## src/rtl/sonar_dsp_pkg.sv

```systemverilog
// Shared sonar DSP definitions: carrier phase LUTs, sample type and the
// one-hot state encoding of the I/Q modulator.
package sonar_dsp_pkg;

    localparam int PHASE_N  = 5;
    localparam int SAMPLE_W = 24;

    typedef logic signed [SAMPLE_W-1:0] sample_t;
    typedef logic [2:0]                 phase_t;

    typedef enum logic [4:0] {
        ST_RX_I = 5'b00001,
        ST_RX_Q = 5'b00010,
        ST_MUL  = 5'b00100,
        ST_SUM  = 5'b01000,
        ST_TX   = 5'b10000
    } iq_mod_state_t;

    // Q1.23 carrier samples; |LUT_I|+|LUT_Q| < 2^24 at every phase.
    localparam sample_t LUT_I [PHASE_N] = '{
        24'sd0, 24'sd7978039, 24'sd4930699, -24'sd4930701, -24'sd7978041
    };
    localparam sample_t LUT_Q [PHASE_N] = '{
        24'sd8388607, 24'sd2592221, -24'sd6786527, -24'sd6786527, 24'sd2592221
    };

    function automatic sample_t lut_cos(input phase_t p);
        return (p < phase_t'(PHASE_N)) ? LUT_I[p] : '0;
    endfunction

    function automatic sample_t lut_sin(input phase_t p);
        return (p < phase_t'(PHASE_N)) ? LUT_Q[p] : '0;
    endfunction

    function automatic phase_t phase_add(input phase_t p, input phase_t step);
        logic [3:0] s;
        s = {1'b0, p} + {1'b0, step};
        return (s >= 4'(PHASE_N)) ? 3'(s - 4'(PHASE_N)) : s[2:0];
    endfunction

endpackage

```

## src/rtl/iq_mod_mac.sv

```systemverilog
// Two-stage modulator datapath: register both products, then sum,
// arithmetic-shift by 24 and keep the low 24 bits.
module iq_mod_mac
    import sonar_dsp_pkg::*;
(
    input  logic    clk,
    input  logic    rst,
    input  logic    i_en_mul,
    input  logic    i_en_sum,
    input  sample_t i_i,
    input  sample_t i_q,
    input  sample_t i_cos,
    input  sample_t i_sin,
    output sample_t o_result
);

    logic signed [47:0] r_prod_i;
    logic signed [47:0] r_prod_q;
    logic signed [48:0] w_sum;
    sample_t            r_result;

    assign w_sum = 49'(r_prod_i) + 49'(r_prod_q);

    // NOTE: clocked state uses non-blocking assignments so every register
    // samples pre-edge values regardless of statement order.
    always_ff @(posedge clk or posedge rst) begin
        if (rst) begin
            r_prod_i <= '0;
            r_prod_q <= '0;
            r_result <= '0;
        end else begin
            if (i_en_mul) begin
                r_prod_i <= i_i * i_cos;
                r_prod_q <= i_q * i_sin;
            end
            if (i_en_sum) begin
                r_result <= 24'(w_sum >>> 24);
            end
        end
    end

    assign o_result = r_result;

endmodule

```

## src/rtl/iq_mod.sv

```systemverilog
// I/Q modulator: one passband sample per interleaved I/Q pair, per-channel
// carrier phase. Optional IQ_MOD_PHASE_SYNC_EN adds a phase_sync input.
module iq_mod
    import sonar_dsp_pkg::*;
#(
    parameter int CH_W       = 2,
    parameter int PHASE_STEP = 2
) (
    input  logic            s_axis_aclk,
    input  logic            s_axis_areset,
    input  logic [23:0]     s_axis_tdata,
    input  logic            s_axis_tvalid,
    output logic            s_axis_tready,
    input  logic [CH_W:0]   s_axis_tuser,
    output logic [23:0]     m_axis_tdata,
    output logic            m_axis_tvalid,
    input  logic            m_axis_tready,
    output logic [CH_W-1:0] m_axis_tuser,
    output logic            proto_err
`ifdef IQ_MOD_PHASE_SYNC_EN
    ,
    input  logic            phase_sync
`endif
);

    localparam int N_CH = 2**CH_W;

    iq_mod_state_t   r_state, w_next_state;
    sample_t         r_i, r_q, r_cos, r_sin;
    sample_t         w_result;
    logic [CH_W-1:0] r_ch, r_tuser;
    phase_t          r_phase [N_CH];
    phase_t          w_lut_idx;
    logic            r_proto_err;
    logic            w_ld_i, w_ld_q, w_proto, w_advance, w_sync;

    wire [CH_W-1:0] w_ch_in = s_axis_tuser[CH_W:1];
    wire            w_is_q  = s_axis_tuser[0];
    wire            w_beat  = s_axis_tvalid & s_axis_tready;

`ifdef IQ_MOD_PHASE_SYNC_EN
    assign w_sync = phase_sync;
`else
    assign w_sync = 1'b0;
`endif

    always_ff @(posedge s_axis_aclk or posedge s_axis_areset) begin
        if (s_axis_areset) r_state <= ST_RX_I;
        else               r_state <= w_next_state;
    end

    // NOTE: every combinational output gets a default first, so no path
    // through the case can leave one unassigned and infer a latch.
    always_comb begin
        w_next_state = r_state;
        w_ld_i       = 1'b0;
        w_ld_q       = 1'b0;
        w_proto      = 1'b0;
        w_advance    = 1'b0;
        unique case (r_state)
            ST_RX_I: if (w_beat) begin
                if (!w_is_q) begin
                    w_ld_i       = 1'b1;
                    w_next_state = ST_RX_Q;
                end else begin
                    w_proto = 1'b1;
                end
            end
            ST_RX_Q: if (w_beat) begin
                if (!w_is_q) begin
                    w_ld_i  = 1'b1;
                    w_proto = 1'b1;
                end else if (w_ch_in == r_ch) begin
                    w_ld_q       = 1'b1;
                    w_next_state = ST_MUL;
                end else begin
                    w_proto      = 1'b1;
                    w_next_state = ST_RX_I;
                end
            end
            ST_MUL: w_next_state = ST_SUM;
            ST_SUM: w_next_state = ST_TX;
            ST_TX: if (m_axis_tready) begin
                w_advance    = 1'b1;
                w_next_state = ST_RX_I;
            end
            default: w_next_state = ST_RX_I;
        endcase
    end

    // A sync arriving with the Q beat already selects phase 0 for that pair.
    assign w_lut_idx = w_sync ? '0 : r_phase[r_ch];

    always_ff @(posedge s_axis_aclk or posedge s_axis_areset) begin
        if (s_axis_areset) begin
            r_i         <= '0;
            r_q         <= '0;
            r_ch        <= '0;
            r_cos       <= '0;
            r_sin       <= '0;
            r_tuser     <= '0;
            r_proto_err <= 1'b0;
        end else begin
            r_proto_err <= w_proto;
            if (w_ld_i) begin
                r_i  <= s_axis_tdata;
                r_ch <= w_ch_in;
            end
            if (w_ld_q) begin
                r_q   <= s_axis_tdata;
                r_cos <= lut_cos(w_lut_idx);
                r_sin <= lut_sin(w_lut_idx);
            end
            if (r_state == ST_SUM) r_tuser <= r_ch;
        end
    end

    // NOTE: the phase table is reset like any register because every channel
    // must start its carrier at phase 0 after reset.
    always_ff @(posedge s_axis_aclk or posedge s_axis_areset) begin
        if (s_axis_areset) begin
            for (int k = 0; k < N_CH; k++) r_phase[k] <= '0;
        end else if (w_sync) begin
            for (int k = 0; k < N_CH; k++) r_phase[k] <= '0;
        end else if (w_advance) begin
            r_phase[r_ch] <= phase_add(r_phase[r_ch], 3'(PHASE_STEP));
        end
    end

    iq_mod_mac u_mac (
        .clk      (s_axis_aclk),
        .rst      (s_axis_areset),
        .i_en_mul (r_state == ST_MUL),
        .i_en_sum (r_state == ST_SUM),
        .i_i      (r_i),
        .i_q      (r_q),
        .i_cos    (r_cos),
        .i_sin    (r_sin),
        .o_result (w_result)
    );

    assign s_axis_tready = !s_axis_areset && (r_state == ST_RX_I || r_state == ST_RX_Q);
    assign m_axis_tvalid = (r_state == ST_TX);
    assign m_axis_tdata  = w_result;
    assign m_axis_tuser  = r_tuser;
    assign proto_err     = r_proto_err;

endmodule

```

## config.mk

```make
export PLATFORM = sky130hd
export DESIGN_NAME = iq_mod
export DESIGN_NICKNAME = d
export VERILOG_FILES = /design/src/rtl/sonar_dsp_pkg.sv /design/src/rtl/iq_mod_mac.sv /design/src/rtl/iq_mod.sv
export SDC_FILE = /design/constraint.sdc
export NUM_CORES = 2
export LEC_CHECK = 0
export ABC_AREA = 1
export CORE_ASPECT_RATIO = 1.75
export CORE_UTILIZATION = 50
export DETAILED_ROUTE_END_ITERATION = 7
export GPL_TIMING_DRIVEN = 0
export PLACE_DENSITY = 0.69
export SYNTH_ARGS = -nofsm -noshare
export SYNTH_HDL_FRONTEND = slang
export SYNTH_SLANG_ARGS = --single-unit
```

## constraint.sdc

```tcl
create_clock -name s_axis_aclk -period 8.9 [get_ports s_axis_aclk]
set_clock_uncertainty 0.15 [all_clocks]
set_input_delay 1.78 -clock s_axis_aclk [delete_from_list [all_inputs] [get_ports s_axis_aclk]]
set_output_delay 1.78 -clock s_axis_aclk [all_outputs]
set_load 0.03 [all_outputs]
```

==> results.sh <==
export IMPL_status="finished, final reports clean"
export IMPL_via_per_inst=5.39
export IMPL_critical_path_class="flop to flop"
export IMPL_hold_violations=0
export IMPL_synthDistinctLibCells=55
export IMPL_syn_area_per_cell_sq_um=8.30
export IMPL_gp_congestion=1.13
export IMPL_drive_above_1_share_pct=2.09
export IMPL_place_area_sq_um=51900
export IMPL_slowest_stage="fa_2"
export IMPL_worstPathMaxFanout=15
export IMPL_drt_pass1_iter_count=7
export IMPL_synth_nets=7461
export IMPL_grt_max_degree=122
export IMPL_area_growth_synth_to_final_pct=6.37
export IMPL_r2r_slack_ns=0.41
export IMPL_numCtsBuffers=24
export IMPL_path_cells="buf_2 -> nand2_1 -> buf_2 -> inv_1 -> fa_1 -> fa_2 -> inv_1 -> fa_1 -> inv_1 -> fa_1 -> fa_1 -> fa_1 -> fa_1 -> ha_1 -> nand2_1 -> nor2_1 -> nand2_1 -> nor2_1 -> and3_1 -> nand2_1 -> nand3_1 -> nand2_1 -> nand3_1 -> nand2_1"
export IMPL_synth_most_common_cell="inv_1"
export IMPL_regArea_sq_um=5060
export IMPL_detail_route_iter0_violations=2517
export IMPL_min_to="u_mac.o_result[13]$_DFFE_PP0P_"
export IMPL_r2r_start="r_sin[21]$_DFFE_PP0P_"
export IMPL_cts_tree="built"
export IMPL_rsz0062_at_grt="false"
export IMPL_dp_cells=7348
export IMPL_clk_pin_slew_ns=0.07
export IMPL_nets=7548
export IMPL_start_util_pct=50.6
export IMPL_worstSetupStartpoint="r_sin[21]$_DFFE_PP0P_"
export IMPL_core_sq_um=98100
export IMPL_hp_class="flop to flop"
export IMPL_crit_path_max_incr_delay_ns=0.81
export IMPL_antenna_found_initial=7
export IMPL_die_w_um=240
export IMPL_period_needed_ns=8.49
export IMPL_multi_input_area_sq_um=37800
export IMPL_cp_required_ns=9.22
export IMPL_fill_cells=9635
export IMPL_first_global_vias=44538
export IMPL_drt_wl_total_um=192000
export IMPL_clock_latency_ns=0.64
export IMPL_start_kind="flop"
export IMPL_synthArstFlopShare_pct=100
export IMPL_crit_buf_inv=5
export IMPL_drc=0
export IMPL_hpwl_um=169000
export IMPL_grt_remaining_overflow=0
export IMPL_cpLargestDelayFamily="adder cells"
export IMPL_r2r_cells=24
export IMPL_yosysTopAreaCell="fa_1"
export IMPL_yosys_most_used_dff="dfrtp_1"
export IMPL_routedWlPerCell_um=25.9
export IMPL_grt_use_total_pct=40.3
export IMPL_grt_pass1_wl_um=283000
export IMPL_cp_data_arrival_time_ns=8.81
export IMPL_post_route_period_util_pct=95.4
export IMPL_die_area_sq_um=101000
export IMPL_synth_edf_count=0
export IMPL_h_tree_depth=1
export IMPL_pin_count=60
export IMPL_synth_top_area_share_pct=45.1
export IMPL_yosys_top_cells_count="1,675 x inv_1, 1,406 x nand2_1, 1,119 x fa_1, 333 x ha_1, 331 x nor2_1"
export IMPL_cap_violations=0
export IMPL_clk_path_buf_depth=3
export IMPL_ys_seq_area_share_pct=10.2
export IMPL_max_clock_freq_mhz=118
export IMPL_cts_sinks=202
export IMPL_synthTopCellsByArea="fa_1 45%, inv_1 13%, nand2_1 11%"
export IMPL_syn_area_sq_um=49600
export IMPL_numPortBuffers=59
export IMPL_end_kind="flop"
export IMPL_syn_instance_count=5978
export IMPL_die_height_um=419
export IMPL_min_from="u_mac.o_result[13]$_DFFE_PP0P_"
export IMPL_ant_nets=0
export IMPL_timing_rr_end="u_mac.r_prod_q[46]$_DFFE_PP0N_"
export IMPL_cts_root_buf="clkbuf_16"
export IMPL_relSlewSlack_pct=4.01
export IMPL_setup_viol=0
export IMPL_holdPathStages=2
export IMPL_ys_warn_count=0
export IMPL_final_cell_area_sq_um=52800
export IMPL_layout_cells_non_filler=7398
export IMPL_vias=39847
export IMPL_hold_buffers=0
export IMPL_rows=152
export IMPL_worstMarginPinSlew_ns=1.44
export IMPL_synth_seq_cells=202
export IMPL_drv_slew=0
==> flip-flops by register name, summed over array words and instances (netlist names) <==
register,cells
u_mac.r_prod_i,48
u_mac.o_result,24
r_cos,7
r_state,5
proto_err,1
u_mac.r_prod_q,48
r_sin,5
r_i,24
r_phase,12
m_axis_tuser,2
r_q,24
r_ch,2
==> worst min-delay path, delay by kind of cell (launching register included) <==
family	cells	cell delay, ns
AND/OR/NAND/NOR	2	0.11
flip-flops	1	0.34
==> worst max path at each step <==
stage / to / cells past startpoint
final: u_mac.r_prod_q[46]$_DFFE_PP0N_ / 24
after global routing: u_mac.r_prod_q[46]$_DFFE_PP0N_ / 24
after CTS: u_mac.r_prod_q[47]$_DFFE_PP0N_ / 30
after detailed placement: u_mac.r_prod_q[47]$_DFFE_PP0N_ / 30
after global placement: u_mac.o_result[6]$_DFFE_PP0P_ / 2
after floorplan: m_axis_tuser[0]$_DFFE_PP0P_ / 1
==> metrics by stage <==
step | worst slack (ns) | hold slack (ns) | TNS (ns) | util, %
floorplan | 1.46 | 0.296 | 0 | -
global placement | -1.63 | 0.312 | -313.55 | 52.9
detailed placement | 0.298 | 0.319 | 0 | 52.9
CTS | 0.232 | 0.334 | 0 | 53.8
global route | 0.146 | 0.350 | 0 | 53.8
finish | 0.409 | 0.331 | 0 | 53.8
==> layout make-up <==
cell class,instances,area share (%)
Multi-Input combinational cell,3990,71.6
Inverter,1681,12.0
Sequential cell,202,9.58
Tap cell,1309,3.10
Clock buffer,33,1.32
Timing Repair Buffer,61,1.19
Buffer,105,0.898
Clock inverter,10,0.294
Antenna cell,7,0.0332
==> layer usage <==
layer / global-route usage [%] / share of wire [%] / vias to the layer above
li1: - / - / 17610
met1: 34.7 / 28 / 19585
met2: 70.9 / 51 / 1655
met3: 7.28 / 5.5 / 997
met4: 49.6 / 16 / 0
met5: 0 / 0 / -
==> repair_timing <==
item / 4_1_cts / 5_1_grt
endpoints found under the setup margin: 0 / 4
endpoints found under the hold margin: 0 / 0
resized for setup: 0 / 11
buffers inserted: 0 / 0
==> cells in the final DEF, fill, tap and decap left out, drive strengths merged, types with 2 or more instances in the layout <==
| master | instances |
|---|---|
| fa | 1119 |
| nand4 | 50 |
| ha | 333 |
| a31oi | 22 |
| or2 | 13 |
| o211ai | 3 |
| clkbuf | 112 |
| xor2 | 36 |
| o21ai | 168 |
| o31ai | 2 |
| o21bai | 26 |
| nand3b | 16 |
| a21o | 8 |
| clkinv | 3 |
| nor4 | 3 |
| and2 | 2 |
| nor2 | 334 |
| dfrtp | 201 |
| diode | 7 |
| o22ai | 2 |
| a22oi | 3 |
| clkdlybuf4s50 | 59 |
| nand2 | 1409 |
| mux2 | 17 |
| nor3 | 22 |
| a21oi | 170 |
| buf | 28 |
| xnor2 | 27 |
| bufinv | 3 |
| clkinvlp | 2 |
| inv | 1683 |
| nand3 | 197 |
==> kinds of logic after synthesis <==
logic type / synth area share [%]
AO/OA/AOI/OAI: 4.44
flip-flops: 10.2
AND/OR/NAND/NOR: 16.7
adder cells (fa/ha/maj): 53.5
multiplexers: 0.406
buffers and inverters: 13.7
XOR/XNOR: 1.11
Power is not shown: default switching activity piles up to over one toggle a cycle in this logic, so the estimate is an artifact.
